## src/rtl/fft_pkg.sv

```systemverilog
// Shared types and constants for the radix-2 DIF 8-point FFT datapath stages.
package fft_pkg;

  localparam int unsigned DATA_WIDTH_DEF = 50;
  localparam int unsigned HALF_WIDTH     = DATA_WIDTH_DEF / 2;
  localparam int unsigned FRAME_LEN      = 8;
  localparam int unsigned NUM_BFLY       = 4;
  localparam int unsigned IDX_W          = 3;

  typedef struct packed {
    logic signed [HALF_WIDTH-1:0] re;
    logic signed [HALF_WIDTH-1:0] im;
  } cplx_t;

  typedef enum logic [1:0] {
    ST_FILL    = 2'd0,
    ST_COMPUTE = 2'd1,
    ST_DRAIN   = 2'd2
  } state_e;

  // Upper input index of each stage-2 butterfly, issue order p = 0..3.
  localparam logic [NUM_BFLY-1:0][IDX_W-1:0] STAGE2_IDX = {3'd5, 3'd4, 3'd1, 3'd0};

  // Odd upper indices (1, 5) take the W4^1 = -j twiddle.
  function automatic logic is_negj(input logic [IDX_W-1:0] idx);
    return idx[0];
  endfunction

endpackage

```

## src/rtl/fft_cplx_addsub.sv

```systemverilog
// Multiplier-free complex butterfly: a+b and (a-b)*w with w in {1, -j},
// optionally scaled by 1/2 with floor rounding.
module fft_cplx_addsub
  import fft_pkg::*;
#(
  parameter int unsigned HW    = HALF_WIDTH,
  parameter bit          SCALE = 1'b0
) (
  input  logic [2*HW-1:0] a_i,
  input  logic [2*HW-1:0] b_i,
  input  logic            rot_negj_i,
  output logic [2*HW-1:0] sum_o,
  output logic [2*HW-1:0] diff_o
);

  localparam int unsigned EW = HW + 1;

  logic [EW-1:0] a_re, a_im, b_re, b_im;
  logic [EW-1:0] s_re, s_im, d_re, d_im;
  logic [EW-1:0] r_re, r_im;

  // One guard bit keeps the exact result so the scaled path can floor-halve it.
  function automatic logic [HW-1:0] fit(input logic [EW-1:0] v);
    return SCALE ? v[HW:1] : v[HW-1:0];
  endfunction

  always_comb begin
    a_re = {a_i[2*HW-1], a_i[2*HW-1:HW]};
    a_im = {a_i[HW-1], a_i[HW-1:0]};
    b_re = {b_i[2*HW-1], b_i[2*HW-1:HW]};
    b_im = {b_i[HW-1], b_i[HW-1:0]};

    s_re = a_re + b_re;
    s_im = a_im + b_im;
    d_re = a_re - b_re;
    d_im = a_im - b_im;

    // (a+jb)*(-j) = b - ja; negation happens before any scaling.
    r_re = rot_negj_i ? d_im : d_re;
    r_im = rot_negj_i ? (EW'(0) - d_re) : d_im;

    sum_o  = {fit(s_re), fit(s_im)};
    diff_o = {fit(r_re), fit(r_im)};
  end

endmodule

```

## src/rtl/fft_butterfly_stage2.sv

```systemverilog
// Stage-2 radix-2 DIF butterflies of the 8-point FFT: buffers one frame,
// runs four swap/negate butterflies through one pipeline register, then streams it out.
module fft_butterfly_stage2
  import fft_pkg::*;
#(
  parameter int unsigned DATA_WIDTH = DATA_WIDTH_DEF,
  parameter bit          SCALE      = 1'b0
) (
  input  logic                  clk_i,
  input  logic                  rst_i,
  input  logic [DATA_WIDTH-1:0] signal_i,
  input  logic                  valid_i,
  output logic                  ready_o,
  output logic [DATA_WIDTH-1:0] signal_o,
  output logic                  valid_o,
  input  logic                  ready_i,
  output logic                  last_o
);

  localparam int unsigned HW        = DATA_WIDTH / 2;
  localparam logic [IDX_W-1:0] LAST_IDX  = IDX_W'(FRAME_LEN - 1);
  localparam logic [IDX_W-1:0] ISSUE_END = IDX_W'(NUM_BFLY);

  state_e                  state_q, state_d;
  logic [IDX_W-1:0]        wr_cnt_q, wr_cnt_d;
  logic [IDX_W-1:0]        rd_cnt_q, rd_cnt_d;
  logic [IDX_W-1:0]        issue_q, issue_d;

  logic                    pipe_vld_q, pipe_vld_d;
  logic [IDX_W-1:0]        pipe_idx_q, pipe_idx_d;
  logic [DATA_WIDTH-1:0]   pipe_sum_q, pipe_sum_d;
  logic [DATA_WIDTH-1:0]   pipe_diff_q, pipe_diff_d;

  logic [DATA_WIDTH-1:0]   in_buf_q  [FRAME_LEN];
  logic [DATA_WIDTH-1:0]   in_buf_d  [FRAME_LEN];
  logic [DATA_WIDTH-1:0]   out_buf_q [FRAME_LEN];
  logic [DATA_WIDTH-1:0]   out_buf_d [FRAME_LEN];

  logic                    ready_q, ready_d;
  logic                    valid_q, valid_d;
  logic                    last_q, last_d;
  logic [DATA_WIDTH-1:0]   signal_q, signal_d;

  logic [IDX_W-1:0]        bf_a_idx, bf_b_idx, pipe_idx_b, rd_nxt;
  logic [DATA_WIDTH-1:0]   bf_sum, bf_diff;

  assign bf_a_idx   = STAGE2_IDX[issue_q[1:0]];
  assign bf_b_idx   = bf_a_idx + IDX_W'(2);
  assign pipe_idx_b = pipe_idx_q + IDX_W'(2);
  assign rd_nxt     = rd_cnt_q + IDX_W'(1);

  fft_cplx_addsub #(
    .HW    (HW),
    .SCALE (SCALE)
  ) u_addsub (
    .a_i        (in_buf_q[bf_a_idx]),
    .b_i        (in_buf_q[bf_b_idx]),
    .rot_negj_i (is_negj(bf_a_idx)),
    .sum_o      (bf_sum),
    .diff_o     (bf_diff)
  );

  // Next-state, buffer and output logic.
  always_comb begin
    state_d     = state_q;
    wr_cnt_d    = wr_cnt_q;
    rd_cnt_d    = rd_cnt_q;
    issue_d     = issue_q;
    pipe_vld_d  = 1'b0;
    pipe_idx_d  = pipe_idx_q;
    pipe_sum_d  = pipe_sum_q;
    pipe_diff_d = pipe_diff_q;
    in_buf_d    = in_buf_q;
    out_buf_d   = out_buf_q;
    ready_d     = ready_q;
    valid_d     = valid_q;
    last_d      = last_q;
    signal_d    = signal_q;

    if (pipe_vld_q) begin
      out_buf_d[pipe_idx_q] = pipe_sum_q;
      out_buf_d[pipe_idx_b] = pipe_diff_q;
    end

    case (state_q)
      ST_FILL: begin
        if (valid_i && ready_q) begin
          in_buf_d[wr_cnt_q] = signal_i;
          wr_cnt_d           = wr_cnt_q + IDX_W'(1);
          if (wr_cnt_q == LAST_IDX) begin
            state_d  = ST_COMPUTE;
            wr_cnt_d = '0;
            issue_d  = '0;
            ready_d  = 1'b0;
          end
        end
      end

      ST_COMPUTE: begin
        if (issue_q < ISSUE_END) begin
          pipe_vld_d  = 1'b1;
          pipe_idx_d  = bf_a_idx;
          pipe_sum_d  = bf_sum;
          pipe_diff_d = bf_diff;
          issue_d     = issue_q + IDX_W'(1);
        end else begin
          // Flush cycle: y[0] was written long ago, present it now.
          state_d  = ST_DRAIN;
          rd_cnt_d = '0;
          valid_d  = 1'b1;
          last_d   = 1'b0;
          signal_d = out_buf_q[0];
        end
      end

      ST_DRAIN: begin
        if (valid_q && ready_i) begin
          if (rd_cnt_q == LAST_IDX) begin
            state_d  = ST_FILL;
            rd_cnt_d = '0;
            valid_d  = 1'b0;
            last_d   = 1'b0;
            ready_d  = 1'b1;
          end else begin
            rd_cnt_d = rd_nxt;
            signal_d = out_buf_q[rd_nxt];
            last_d   = (rd_nxt == LAST_IDX);
          end
        end
      end

      default: begin
        state_d = ST_FILL;
        ready_d = 1'b1;
        valid_d = 1'b0;
        last_d  = 1'b0;
      end
    endcase
  end

  // Control and output registers.
  always_ff @(posedge clk_i) begin
    if (rst_i) begin
      state_q    <= ST_FILL;
      wr_cnt_q   <= '0;
      rd_cnt_q   <= '0;
      issue_q    <= '0;
      pipe_vld_q <= 1'b0;
      ready_q    <= 1'b1;
      valid_q    <= 1'b0;
      last_q     <= 1'b0;
      signal_q   <= '0;
    end else begin
      state_q    <= state_d;
      wr_cnt_q   <= wr_cnt_d;
      rd_cnt_q   <= rd_cnt_d;
      issue_q    <= issue_d;
      pipe_vld_q <= pipe_vld_d;
      ready_q    <= ready_d;
      valid_q    <= valid_d;
      last_q     <= last_d;
      signal_q   <= signal_d;
    end
  end

  // Data storage carries no reset; stale contents are never presented.
  always_ff @(posedge clk_i) begin
    in_buf_q    <= in_buf_d;
    out_buf_q   <= out_buf_d;
    pipe_idx_q  <= pipe_idx_d;
    pipe_sum_q  <= pipe_sum_d;
    pipe_diff_q <= pipe_diff_d;
  end

  assign ready_o  = ready_q;
  assign valid_o  = valid_q;
  assign last_o   = last_q;
  assign signal_o = signal_q;

endmodule

```

## config.mk

```make
export PLATFORM = sky130hd
export DESIGN_NAME = fft_butterfly_stage2
export DESIGN_NICKNAME = d
export VERILOG_FILES = /design/src/rtl/fft_pkg.sv /design/src/rtl/fft_cplx_addsub.sv /design/src/rtl/fft_butterfly_stage2.sv
export SDC_FILE = /design/constraint.sdc
export NUM_CORES = 1
export LEC_CHECK = 0
export CORE_MARGIN = 2
export CORE_UTILIZATION = 60
export DETAILED_ROUTE_END_ITERATION = 10
export PLACE_DENSITY = 0.78
export REMOVE_ABC_BUFFERS = 1
export SLEW_MARGIN = 25
export SYNTH_ARGS = -nofsm -noshare
export SYNTH_HDL_FRONTEND = slang
export SYNTH_SLANG_ARGS = --single-unit
```

## constraint.sdc

```tcl
create_clock -name clk_i -period 9.9 [get_ports clk_i]
set_input_delay 1.98 -clock clk_i [delete_from_list [all_inputs] [get_ports clk_i]]
set_output_delay 1.98 -clock clk_i [all_outputs]
set_load 0.005 [all_outputs]
```

# --- Word-level counts from Yosys, hierarchy flattened ---
# Cells that the tools add are included.
totals:
  inputBits: 54
  output_inout_bits: 53
  reg_bits: 968
  elab_cells: 142
op_classes:
  n_addsub: 10
  eq_ne: 12
  order_cmp: 11
  n_reduce_logical: 18
  n_mux: 55
  bitwise_logic: 8
op_table:
  columns: ["op", "count"]
  rows:
  - ["400-bit bitwise mux", 3]
  - ["50-bit 2-to-1 mux", 12]
  - ["50-bit binary-select mux with 3-bit select", 3]
  - ["50-bit demux with 3-bit select", 3]
  - ["50-bit one-hot mux with 2 select lines", 1]
  - ["25-bit adder", 2]
  - ["25-bit 2-to-1 mux", 2]
  - ["25-bit subtractor", 2]
  - ["1-bit by 25-bit subtractor with 25-bit output (first input constant)", 1]
  - ["4-bit greater-or-equal comparator (second input constant)", 6]
  - ["3-bit 2-to-1 mux", 8]
  - ["3-bit inverter with 4-bit output", 6]
  - ["2-bit != test (second input constant)", 7]
  - ["4-bit by 1-bit < comparator with 1-bit output (second input constant)", 3]
  - ["3-bit one-hot mux with 2 select lines", 2]
  - ["4-bit AND reduction", 3]
  - ["1-bit 2-to-1 mux", 11]
  - ["2-bit 2-to-1 mux", 5]
  - ["5-bit AND reduction", 2]
  - ["3-bit by 1-bit adder with 3-bit output (second input constant)", 3]
  - ["3-bit equality test (second input constant)", 3]
  - ["1-bit one-hot mux with 3 select lines", 3]
  - ["3-bit by 2-bit adder with 3-bit output (second input constant)", 2]
  - ["3-bit binary-select mux with 2-bit select", 1]
  - ["12 further kinds", 20]

# --- Depth between registers and ports, before layout ---
# Gate-level depths: netlist of the first run.
logic_depth:
  word_depth: 10
  depth_mapped: 19
  depth_no_buf: 16

# --- Cells and area by module ---
# From an unflattened synthesis of the first run, not the netlist that was laid out.
unflattened:
  hier_cells: 2745
  area_unflattened_um2: 42699.7
modules_own_cells:
  columns: ["module", "area_each_um2", "seq_area_each_um2", "cells_per_inst", "n_inst"]
  rows:
  - ["fft_butterfly_stage2", 36691.4, 28387.2, 1865, 1]
  - ["fft_cplx_addsub", 6008.3, 0.0, 880, 1]

# --- Worst setup path after synthesis of the first run ---
# Ideal clock, no wire load.
synth_timing:
  path_type: "register to register"
  start: "register state_q[0]"
  end: "register issue_q[1]"
  path_slack_ns: 0.758
  n_path_buf: 1
  arrival_ns: 9.050
  setup_ns: 0.092
  stages_incl_launch_ff: 5
  path_cell_list: "dfxtp_1 -> clkbuf_1 -> nor3b_1 -> a22oi_1 -> nor2_1"
synth_via:
  elab_chain_len: 3
  word_cells_on_any_way: 8
  cone_classes: "eq/ne: 4; mux: 1; reduce/logical: 3"
synth_lines:
  columns: ["element", "line_no", "text"]
  rows:
  - ["start, declared", "fft_butterfly_stage2.sv:24", "state_e state_q, state_d;"]
  - ["start signal, assigned", "fft_butterfly_stage2.sv:154", "state_q <= state_d;"]
  - ["2-bit by 1-bit equality test with 1-bit output or 2-bit zero test (tied branches)", "fft_butterfly_stage2.sv:85", "case (state_q)"]
  - ["2-bit != test (no line) or 2-bit nonzero test (tied branches)", null, null]
  - ["4-bit AND reduction (no line)", null, null]
  - ["end signal, assigned", "fft_butterfly_stage2.sv:157", "issue_q <= issue_d;"]
  - ["end, declared", "fft_butterfly_stage2.sv:27", "logic [IDX_W-1:0] issue_q, issue_d;"]
# Several ways; a longest one is shown, not always the timed one.
# A chain may end at the register's enable or synchronous reset.

# --- Worst setup path in the final report of the first run ---
layout_timing:
  start: "register issue_q[0]"
  end: "register pipe_diff_q[24], data pin"
layout_via:
  elab_chain_len: 10
  word_cells_on_any_way: 15
  cone_classes: "add/sub: 4; mux: 9; bitwise: 2"
layout_lines:
  columns: ["element", "line_no", "text"]
  rows:
  - ["3-bit binary-select mux with 2-bit select (*)", "fft_butterfly_stage2.sv:47", "assign bf_a_idx = STAGE2_IDX[issue_q[1:0]];"]
  - ["3-bit 2-to-1 mux (not written as such) (*)", "fft_butterfly_stage2.sv:47", null]
  - ["3-bit by 2-bit adder with 3-bit output", "fft_butterfly_stage2.sv:48", "assign bf_b_idx = bf_a_idx + IDX_W'(2);"]
  - ["3-bit inverter with 4-bit output (not written as such)", "fft_butterfly_stage2.sv:57", ".b_i (in_buf_q[bf_b_idx]),"]
  - ["50-bit binary-select mux with 3-bit select", "fft_butterfly_stage2.sv:57", null]
  - ["50-bit 2-to-1 mux (not written as such) (2 in a row)", "fft_butterfly_stage2.sv:57", null]
  - ["25-bit subtractor", "fft_cplx_addsub.sv:35", "d_re = a_re - b_re;"]
  - ["1-bit by 25-bit subtractor with 25-bit output", "fft_cplx_addsub.sv:40", "r_im = rot_negj_i ? (EW'(0) - d_re) : d_im;"]
  - ["25-bit 2-to-1 mux (*)", "fft_cplx_addsub.sv:40", null]
  - ["named net bf_diff[24]", "fft_butterfly_stage2.sv:45", "logic [DATA_WIDTH-1:0] bf_sum, bf_diff;"]
  - ["end signal, assigned", "fft_butterfly_stage2.sv:172", "pipe_diff_q <= pipe_diff_d;"]
  - ["end, declared", "fft_butterfly_stage2.sv:32", "logic [DATA_WIDTH-1:0] pipe_diff_q, pipe_diff_d;"]
# Mark *: on every way through the listed nets, which the timed path passes. The rest lies on a longest branch. The select of a mux whose other input is x is not followed.

==> impl_results.md, run 1 <==
* WHS Path Cells at 2
* Register area share after synthesis at 0.671
* Initial antenna violation count at 1
* Initial DRC Count at 2029
* Worst-Skew Late Latency at 0.65 ns
* Commonest non-fill, non-tap cell in the layout: edfxtp_1
* Syn_area_per_cell at 16.0 µm²
* RSZ-0062 raised after global routing: false
* GRT Util Overall at 0.256
* Avg WL per Cell at 24.6 µm
* Clock Tree Buf Depth at 3
* Pwr dens at 183 nW/µm²
* Reg clk slew, reported paths at 0.06 ns
* Maxcap violations at 0
* ANT nets after route at 0
* Yosys warns at 0
* Core ar. at 69900 µm²
* HPWL after DPL at 55.3 mm
* Hold WC Path Type: flop to flop
* Gpl congestion at 0.890
* Startpoint types: flop
* CP max-delay cell: dfxtp_4
* Number of flops mapped to enable cells by yosys at 902
* Setup TNS at 0 ns
* Levels on crit path at 14
* Die area at 72700 µm²
* Nets at 2886
* Worst-path cell chain: buf_4 > mux4_2 > ha_1 > inv_2 > a22oi_1 > nand4bb_1 > nand3b_1 > a221oi_1 > or3_4 > or4_1 > nand3b_4 > nor4_2 > xnor2_1 > mux2i_1
* CTS Buf Count at 94
* Worst path bufs/invs at 2
* Die height at 270 µm
* Crit Path Max Fanout at 49
* Critical R2R Launch: issue_q[0]
* Worst EP arrival at 6.11 ns
* Setup CP Type: flop to flop
* Antenna Cells at 0
* Synth-to-layout area growth at 12.4%
* # clock sinks at 967
* Worst EP required at 10.27 ns
* Setup crit end kind: flop
* CTS Hold Buffers Added at 0
* R2R depth at 14
* Max Clk Rate at 174 MHz
* H-tree depth at 3
* Asr flop ratio synth at 0
* Outcome: finished clean
* WHS at 0.448 ns
* Post-CTS Setup Bufs at 0
* IO buf count at 106
* First-pass GRT wire length at 142 mm
* Starting Density at 0.605
* Largest net degree at the start of global routing at 72
* DR vias at 23200
* Slew @ Worst Pin at 1.03 ns
* Leakage Power at 15.7 nW
* Chip width at 270 µm
* Hold Crit Start: signal_o[8]
* CTS tree: built
* Final setup viols at 0
* Vias in the first global route at 24100
* #FFs+latches synth at 967
* Rel. slew slack at 0.311
* Slew Viols, Final at 0
* Residual DRC at 0
* Worst setup path end: pipe_diff_q[24]
* Routed vias/inst at 6.19
* Clk root buf: clkbuf_16
* Post-Synthesis Cells at 2637
* Num rows at 97
* DR pass1 iterations at 5
* Slowest stage delay, CP at 0.88 ns
* Clk_skew at 0.0279 ns
* Most frequent cells in the layout: edfxtp_1, mux4_2, and2_1
* R2r setup slk at 4.16 ns
* Largest delay share family, worst path: simple AND/OR/NAND/NOR gates
* Min Tclk post-route at 5.74 ns
* Post-synth cell types at 81
* # fillers at 4502
* Share of layout cells above drive strength 1 at 0.158
* Final hold vios at 0
* Io pins at 107
* Critical path origin: issue_q[0]
* Resized cells post-CTS at 0
* Synthesized cell area at 42300 µm²
* Ys flop type: edfxtp_1
* Max rail drop VDD at 151 µV
* Reg2reg end: pipe_diff_q[24]
* Final period util at 0.580
* Final Routed Wirelength at 92.1 mm
* Grt total ovfl at 0
==> synth_stat cells, drive strengths merged, types with 12 or more instances <==
master  number  area (µm²)
edfxtp     902       27100
mux4       198        4460
and2       155         970
nand2      147         552
a21oi      132         661
clkbuf     108         405
ha         103        1290
inv        101         379
nor2        94         355
xnor2       81         717
dfxtp       65        1300
mux2i       61         611
and3        59         369
o211ai      55         432
o21ai       51         255
buf         36         140
xor2        32         280
nor3        24         120
mux2        21         236
nand2b      21         131
o21bai      20         150
nor2b       15        93.8
a21o        13        97.6
nor4        12         103
==> metrics by stage <==
step                      utilization  setup slack (ns)  cell area, µm²  cells  power (mW)
final                           0.680              4.16           47600   3743        8.69
after global routing            0.680              3.69           47600   3743        8.93
after detailed placement        0.635              4.14           44400   3568        5.10
after floorplan                     -             0.473           41800   2493        4.92
after global placement          0.635              4.22           44400   3568        5.09
after CTS                       0.680              4.11           47500   3742        8.72
==> worst min path at each step <==
stage / slack, ns / endpoint
final: 0.45 / signal_o[8]
after global routing: 0.46 / signal_o[16]
after CTS: 0.45 / signal_o[26]
after detailed placement: 0.44 / signal_o[26]
after global placement: 0.44 / signal_o[18]
after floorplan: 0.43 / rd_cnt_q[2]
==> where the power goes <==
group | switching [mW] | internal, mW | total, mW
clock | 1.51 | 2.15 | 3.66
combinational | 0.332 | 0.192 | 0.524
sequential | 0.00951 | 4.49 | 4.50
==> routing by layer <==
layer,global-route usage,part of all wire,vias to the layer above
met2,0.435,0.50,918
met5,0,0.00013,-
met4,0.0687,0.019,2
li1,-,-,10300
met1,0.353,0.41,11800
met3,0.0355,0.074,135
==> registers in the layout (all words and copies together), names as in the netlist <==
| register | cells |
|---|---|
| last_o | 1 |
| issue_q | 3 |
| signal_o | 50 |
| pipe_vld_q | 1 |
| pipe_sum_q | 50 |
| pipe_idx_q | 2 |
| pipe_diff_q | 50 |
| state_q | 2 |
| ready_o | 1 |
| out_buf_q | 400 |
| valid_o | 1 |
| wr_cnt_q | 3 |
| in_buf_q | 400 |
| rd_cnt_q | 3 |
==> kinds of logic after synthesis <==
group                    synth area share
flip-flops                          0.671
AND/OR/NAND/NOR                    0.0719
AO/OA/AOI/OAI                      0.0542
multiplexers                        0.125
buffers and inverters              0.0218
XOR/XNOR                           0.0236
adder cells (fa/ha/maj)            0.0323
==> cell type report <==
class                      count  area, µm²  area share
clock inverter                62        719      0.0151
clock buffer                 112       2460      0.0517
inverter                     101        379     0.00797
timing repair buffer         136       1290      0.0272
tap                          940       1180      0.0247
sequential                   967      28400       0.597
multi-input combinational   1425      13100       0.276
==> worst min-delay path: cells and delay by family (launching register included) <==
kind / cells / cell delay, ns
flops: 1 / 0.31
compound gates: 1 / 0.05
simple gates: 1 / 0.05
No activity file was read; power rests on OpenSTA's default activity.
==> inputs of run 2 (changes only) <==
CORE_UTILIZATION = 56   (was 60)
PLACE_DENSITY = 0.76   (was 0.78)
clock period = 4.86 ns   (was 9.9 ns; I/O delays follow)
==> run 2 against run 1 <==
Non-clock buffer count rose by 55. Maximum frequency grew 23%. Largest power group unchanged. Clock skew rose by 0.0021 ns. Critical path type unchanged.
==> impl_results.md, run 2 (synthesis results as in run 1) <==
* Residual DRC at 0
* Crit Path Max Fanout at 7
* Clk_skew at 0.0300 ns
* Largest delay share family, worst path: simple AND/OR/NAND/NOR gates
* Max Clk Rate at 215 MHz
* Most frequent cells in the layout: edfxtp_1, mux4_2, and2_1
* CTS tree: built
* Initial antenna violation count at 3
* Setup crit end kind: flop
* Max rail drop VDD at 326 µV
* Die area at 77800 µm²
* Io pins at 107
* Rel. slew slack at 0.293
* Die height at 279 µm
* CP max-delay cell: or4_1
* Leakage Power at 15.9 nW
* Clk root buf: clkbuf_16
* Worst EP required at 5.26 ns
* Num rows at 100
* Metal-1 WL at 39.3 mm
* Min Tclk post-route at 4.66 ns
* Slowest stage delay, CP at 0.55 ns
* Gpl congestion at 0.896
* Clock Tree Buf Depth at 3
* Hold WC Path Type: flop to flop
* GRT Util Overall at 0.244
* Top sig layer: met5
* Inst Count DP at 3646
* Setup CP Type: flop to flop
* IO buf count at 106
* Wire length on met3 at 5.64 mm
* HPWL after DPL at 57.4 mm
* WHS at 0.450 ns
* Routed vias/inst at 6.08
* Top cell by count, worst path: inv_1
* # clock sinks at 967
* Nets at 2944
* Biggest regs: in_buf_q (400), out_buf_q (400)
* DR pass1 iterations at 5
* # fillers at 5148
* RSZ-0062 raised after global routing: false
* Multi-input gate area at 13200 µm²
* Register area at 28400 µm²
* Worst-Skew Late Latency at 0.66 ns
* Maxcap violations at 0
* Final Routed Wirelength at 93.9 mm
* Slew Viols, Final at 0
* Final WS setup at 0.204 ns
* Worst EP arrival at 5.06 ns
* Final hold vios at 0
* Outcome: finished clean
* Starting Density at 0.568
* Worst-path cell chain: mux4_2 > inv_1 > ha_1 > inv_1 > fa_1 > a211oi_2 > o21ai_2 > a41oi_2 > nand2b_1 > a221oi_1 > or3_4 > or4_1 > nand3b_4 > nor2_2 > xnor2_1 > mux2_2
* Place WS at 0.101 ns
* Slew @ Worst Pin at 1.06 ns
* Largest net degree at the start of global routing at 106
* Fin util at 0.646
* CTS Buf Count at 97
* Final period util at 0.958
* Startpoint types: flop
* Reg clk slew, reported paths at 0.06 ns
* Layout Cells excl Fill at 3830
* Grt total ovfl at 0
* Final setup viols at 0
* H-tree depth at 3
* Synth-to-layout area growth at 13.8%
* Metal2 WL at 47.2 mm
* First-pass GRT wire length at 143 mm
* Chip width at 279 µm
* Share of layout cells above drive strength 1 at 0.173
* Core ar. at 74600 µm²
* Pwr dens at 364 nW/µm²
* Vias in the first global route at 24000
* Worst path bufs/invs at 2
* Commonest non-fill, non-tap cell in the layout: edfxtp_1
* Avg WL per Cell at 24.5 µm
* ANT nets after route at 0
* Initial DRC Count at 2283
* DR vias at 23300
-- run 2: changes by cell type in the layout (fill, tap and decap cells not counted), sizes merged --
cell      before  now
buf           31   83
bufinv        14    3
clkbuf       112  144
clkinv        39   24
clkinvlp       3    5
diode          0    2
inv          107  103
-- run 2: cell type report --
| class | instances | share of cell area |
|---|---|---|
| repair buffers | 191 | 0.0391 |
| clock buffers | 141 | 0.0584 |
| diodes | 2 | 0.000104 |
| inverters | 101 | 0.00787 |
| multi-input cells | 1425 | 0.273 |
| clock inverters | 34 | 0.00626 |
| flip-flops and latches | 967 | 0.590 |
| well taps | 969 | 0.0252 |
-- run 2: layer usage --
metal,up-vias,GRT usage
met2,775,0.411
met1,12000,0.338
met3,131,0.0345
met4,4,0.0602
li1,10400,-
met5,-,0
-- run 2: final timing paths --
kind	to	from	slack, ns	cells past startpoint
max	pipe_diff_q[22]	issue_q[0]	0.20	16
min	signal_o[22]	signal_o[22]	0.45	2
max reg2reg	pipe_diff_q[22]	issue_q[0]	0.20	16
min reg2reg	signal_o[22]	signal_o[22]	0.45	2
-- run 2: stage by stage --
step           cell area, µm²  TNS (ns)  power [mW]
2_1_floorplan           41800   -968.44        10.0
5_1_grt                 48200         0        18.1
3_3_place_gp            44900         0        10.4
3_5_place_dp            44900         0        10.5
4_1_cts                 48000         0        17.6
6_report                48200         0        17.5
-- run 2: report_power, final --
part           total [mW]  internal [mW]  leakage (nW)  switching [mW]
registers            9.17           9.15          8.71          0.0187
clock network        7.23           4.17          1.50            3.06
logic                1.14          0.438          5.73           0.702
-- run 2: tightest hold or removal path, stage by stage, from the launching register on --
cell	delay [ns]
dfxtp_1	0.30
nand2_1	0.05
a21oi_1	0.05
-- run 2: what timing repair did --
item                                    in CTS  in global routing
endpoints found under the setup margin       0                 10
resized for setup                            0                  8
setup buffers                                0                  4
hold buffers                                 0                  0
==> inputs of run 3 (changes only) <==
CORE_MARGIN = 8   (was 2)
==> run 3 against run 2 <==
Maximum frequency is 0.68% lower. Count of clock-buffer cells in the layout shrank 13. Clock power up 0.6%. Setup slack got worse by 0.032 ns. Non-clock buffer count rose by 6. Sequential cell count is the same. First-iteration DRC count grew 2.1%. Die area up 8.8%. Cell count grew 0.52%. Utilization shrank 0.65 points. Combinational power about the same. Critical path type unchanged.
==> impl_results.md, run 3 (synthesis results as in run 1) <==
* Final hold vios at 0
* Avg WL per Cell at 24.2 µm
* Commonest non-fill, non-tap cell in the layout: edfxtp_1
* DR vias at 23300
* Most frequent cells in the layout: edfxtp_1, mux4_2, and2_1
* Worst EP arrival at 5.07 ns
* Slew Viols, Final at 0
* Vias in the first global route at 24000
* Num rows at 101
* WHS at 0.451 ns
* Outcome: finished clean
* Worst EP required at 5.24 ns
* # fillers at 5110
* R2R depth at 15
* CTS Buf Count at 97
* Share of layout cells above drive strength 1 at 0.179
* First-pass GRT wire length at 142 mm
* CTS Hold Buffers Added at 0
* DR pass1 iterations at 7
* Place WS at 0.0678 ns
* CTS tree: built
* Synth-to-layout area growth at 13.9%
* Nets at 2950
* Startpoint types: flop
* Top cell by count, worst path: buf_4
* Reg clk slew, reported paths at 0.06 ns
* Gpl congestion at 0.924
* Clk root buf: clkbuf_16
* Leakage Power at 16.0 nW
* Biggest regs: in_buf_q (400), out_buf_q (400)
* Residual DRC at 0
* GRT Util Overall at 0.217
* ANT nets after route at 0
* Max Clk Rate at 213 MHz
* Slowest stage delay, CP at 0.44 ns
* Largest net degree at the start of global routing at 106
* Worst-path cell chain: buf_12 > buf_4 > mux4_2 > ha_1 > buf_4 > nand3_1 > nor3_1 > o211a_1 > nor2_1 > o21ai_0 > a41oi_1 > a21oi_1 > a31oi_1 > xnor2_1 > mux2_2
* Routed vias/inst at 6.05
* Maxcap violations at 0
* Pwr dens at 365 nW/µm²
* Clk_skew at 0.0158 ns
* Max rail drop VDD at 314 µV
* Final setup viols at 0
* H-tree depth at 3
* Setup crit end kind: flop
* Slew @ Worst Pin at 0.985 ns
* IO buf count at 106
* Starting Density at 0.561
* # clock sinks at 967
* Final Routed Wirelength at 93.2 mm
* Die height at 291 µm
* Die area at 84600 µm²
* Rel. slew slack at 0.344
* Min Tclk post-route at 4.69 ns
* Clock Tree Buf Depth at 3
* Io pins at 107
* Initial DRC Count at 2330
* Setup CP Type: flop to flop
* Hold WC Path Type: flop to flop
* Final WS setup at 0.172 ns
* Core ar. at 75400 µm²
* CP max-delay cell: mux4_2
* Crit Path Max Fanout at 33
* Grt total ovfl at 0
* WHS Path Cells at 2
* Worst-Skew Late Latency at 0.65 ns
* Initial antenna violation count at 3
* Total Power at 17.6 mW
* Final period util at 0.965
* HPWL after DPL at 58.5 mm
* Chip width at 291 µm
run 3: cell count changes in the layout (fill, tap and decap cells not counted), moves of 2 or more:
| cell | previous run | this run |
|---|---|---|
| clkinv_4 | 1 | 4 |
| clkbuf_1 | 29 | 22 |
| bufinv_16 | 3 | 6 |
| buf_6 | 0 | 4 |
| ha_1 | 101 | 99 |
| clkbuf_16 | 106 | 100 |
| ha_2 | 0 | 2 |
| clkinv_2 | 9 | 19 |
| buf_12 | 6 | 13 |
| clkinv_1 | 12 | 14 |
| buf_16 | 3 | 0 |
| clkbuf_8 | 9 | 6 |
run 3: worst paths after layout:
| path | start | to | slack [ns] |
|---|---|---|---|
| worst min-delay path | signal_o[16] | signal_o[16] | 0.45 |
| worst min register to register | signal_o[16] | signal_o[16] | 0.45 |
| worst max-delay path | issue_q[1] | pipe_diff_q[48] | 0.17 |
| worst max register to register | issue_q[1] | pipe_diff_q[48] | 0.17 |
run 3: per-layer routing:
metal / GRT usage / part of all wire / up-vias
li1: - / - / 10500
met1: 0.290 / 0.41 / 11800
met5: 0 / 0 / -
met3: 0.0373 / 0.072 / 128
met4: 0.0666 / 0.023 / 0
met2: 0.365 / 0.50 / 872
run 3: report_power, final:
part / leakage, nW / total [mW] / switching (mW) / internal [mW]
combinational: 5.75 / 1.14 / 0.695 / 0.449
clock: 1.54 / 7.27 / 3.07 / 4.20
sequential: 8.71 / 9.17 / 0.0186 / 9.15
run 3: what timing repair did:
| item | 4_1_cts | 5_1_grt |
|---|---|---|
| buffers inserted | 0 | 0 |
| setup endpoints to repair | 0 | 10 |
| gates resized for setup | 0 | 8 |
| hold endpoints to repair | 0 | 0 |
run 3: final cells by class:
| class | count | area, µm² | share of cell area |
|---|---|---|---|
| Clock inverter | 52 | 467 | 0.00968 |
| Timing Repair Buffer | 197 | 1920 | 0.0399 |
| Antenna cell | 2 | 5.00 | 0.000104 |
| Tap cell | 978 | 1220 | 0.0254 |
| Inverter | 101 | 379 | 0.00786 |
| Sequential cell | 967 | 28400 | 0.589 |
| Clock buffer | 128 | 2670 | 0.0553 |
| Multi-Input combinational cell | 1425 | 13200 | 0.273 |
run 3: worst max-delay path, delay by kind of cell (launching register included):
| family | cells | cell delay (ns) |
|---|---|---|
| simple gates | 3 | 0.56 |
| flops | 1 | 0.37 |
| buf+inv | 3 | 0.78 |
| fa+ha+maj | 1 | 0.33 |
| compound gates | 5 | 1.38 |
| mux | 2 | 0.77 |
| xor+xnor | 1 | 0.18 |
run 3: stage by stage:
step                       util  cells  area (µm²)   TNS, ns
after floorplan               -   2493       41800   -968.44
after global placement    0.597   3667       45000         0
after detailed placement  0.597   3667       45000         0
after CTS                 0.638   3847       48200         0
after global routing      0.639   3850       48200  -0.00245
final                     0.639   3850       48200         0
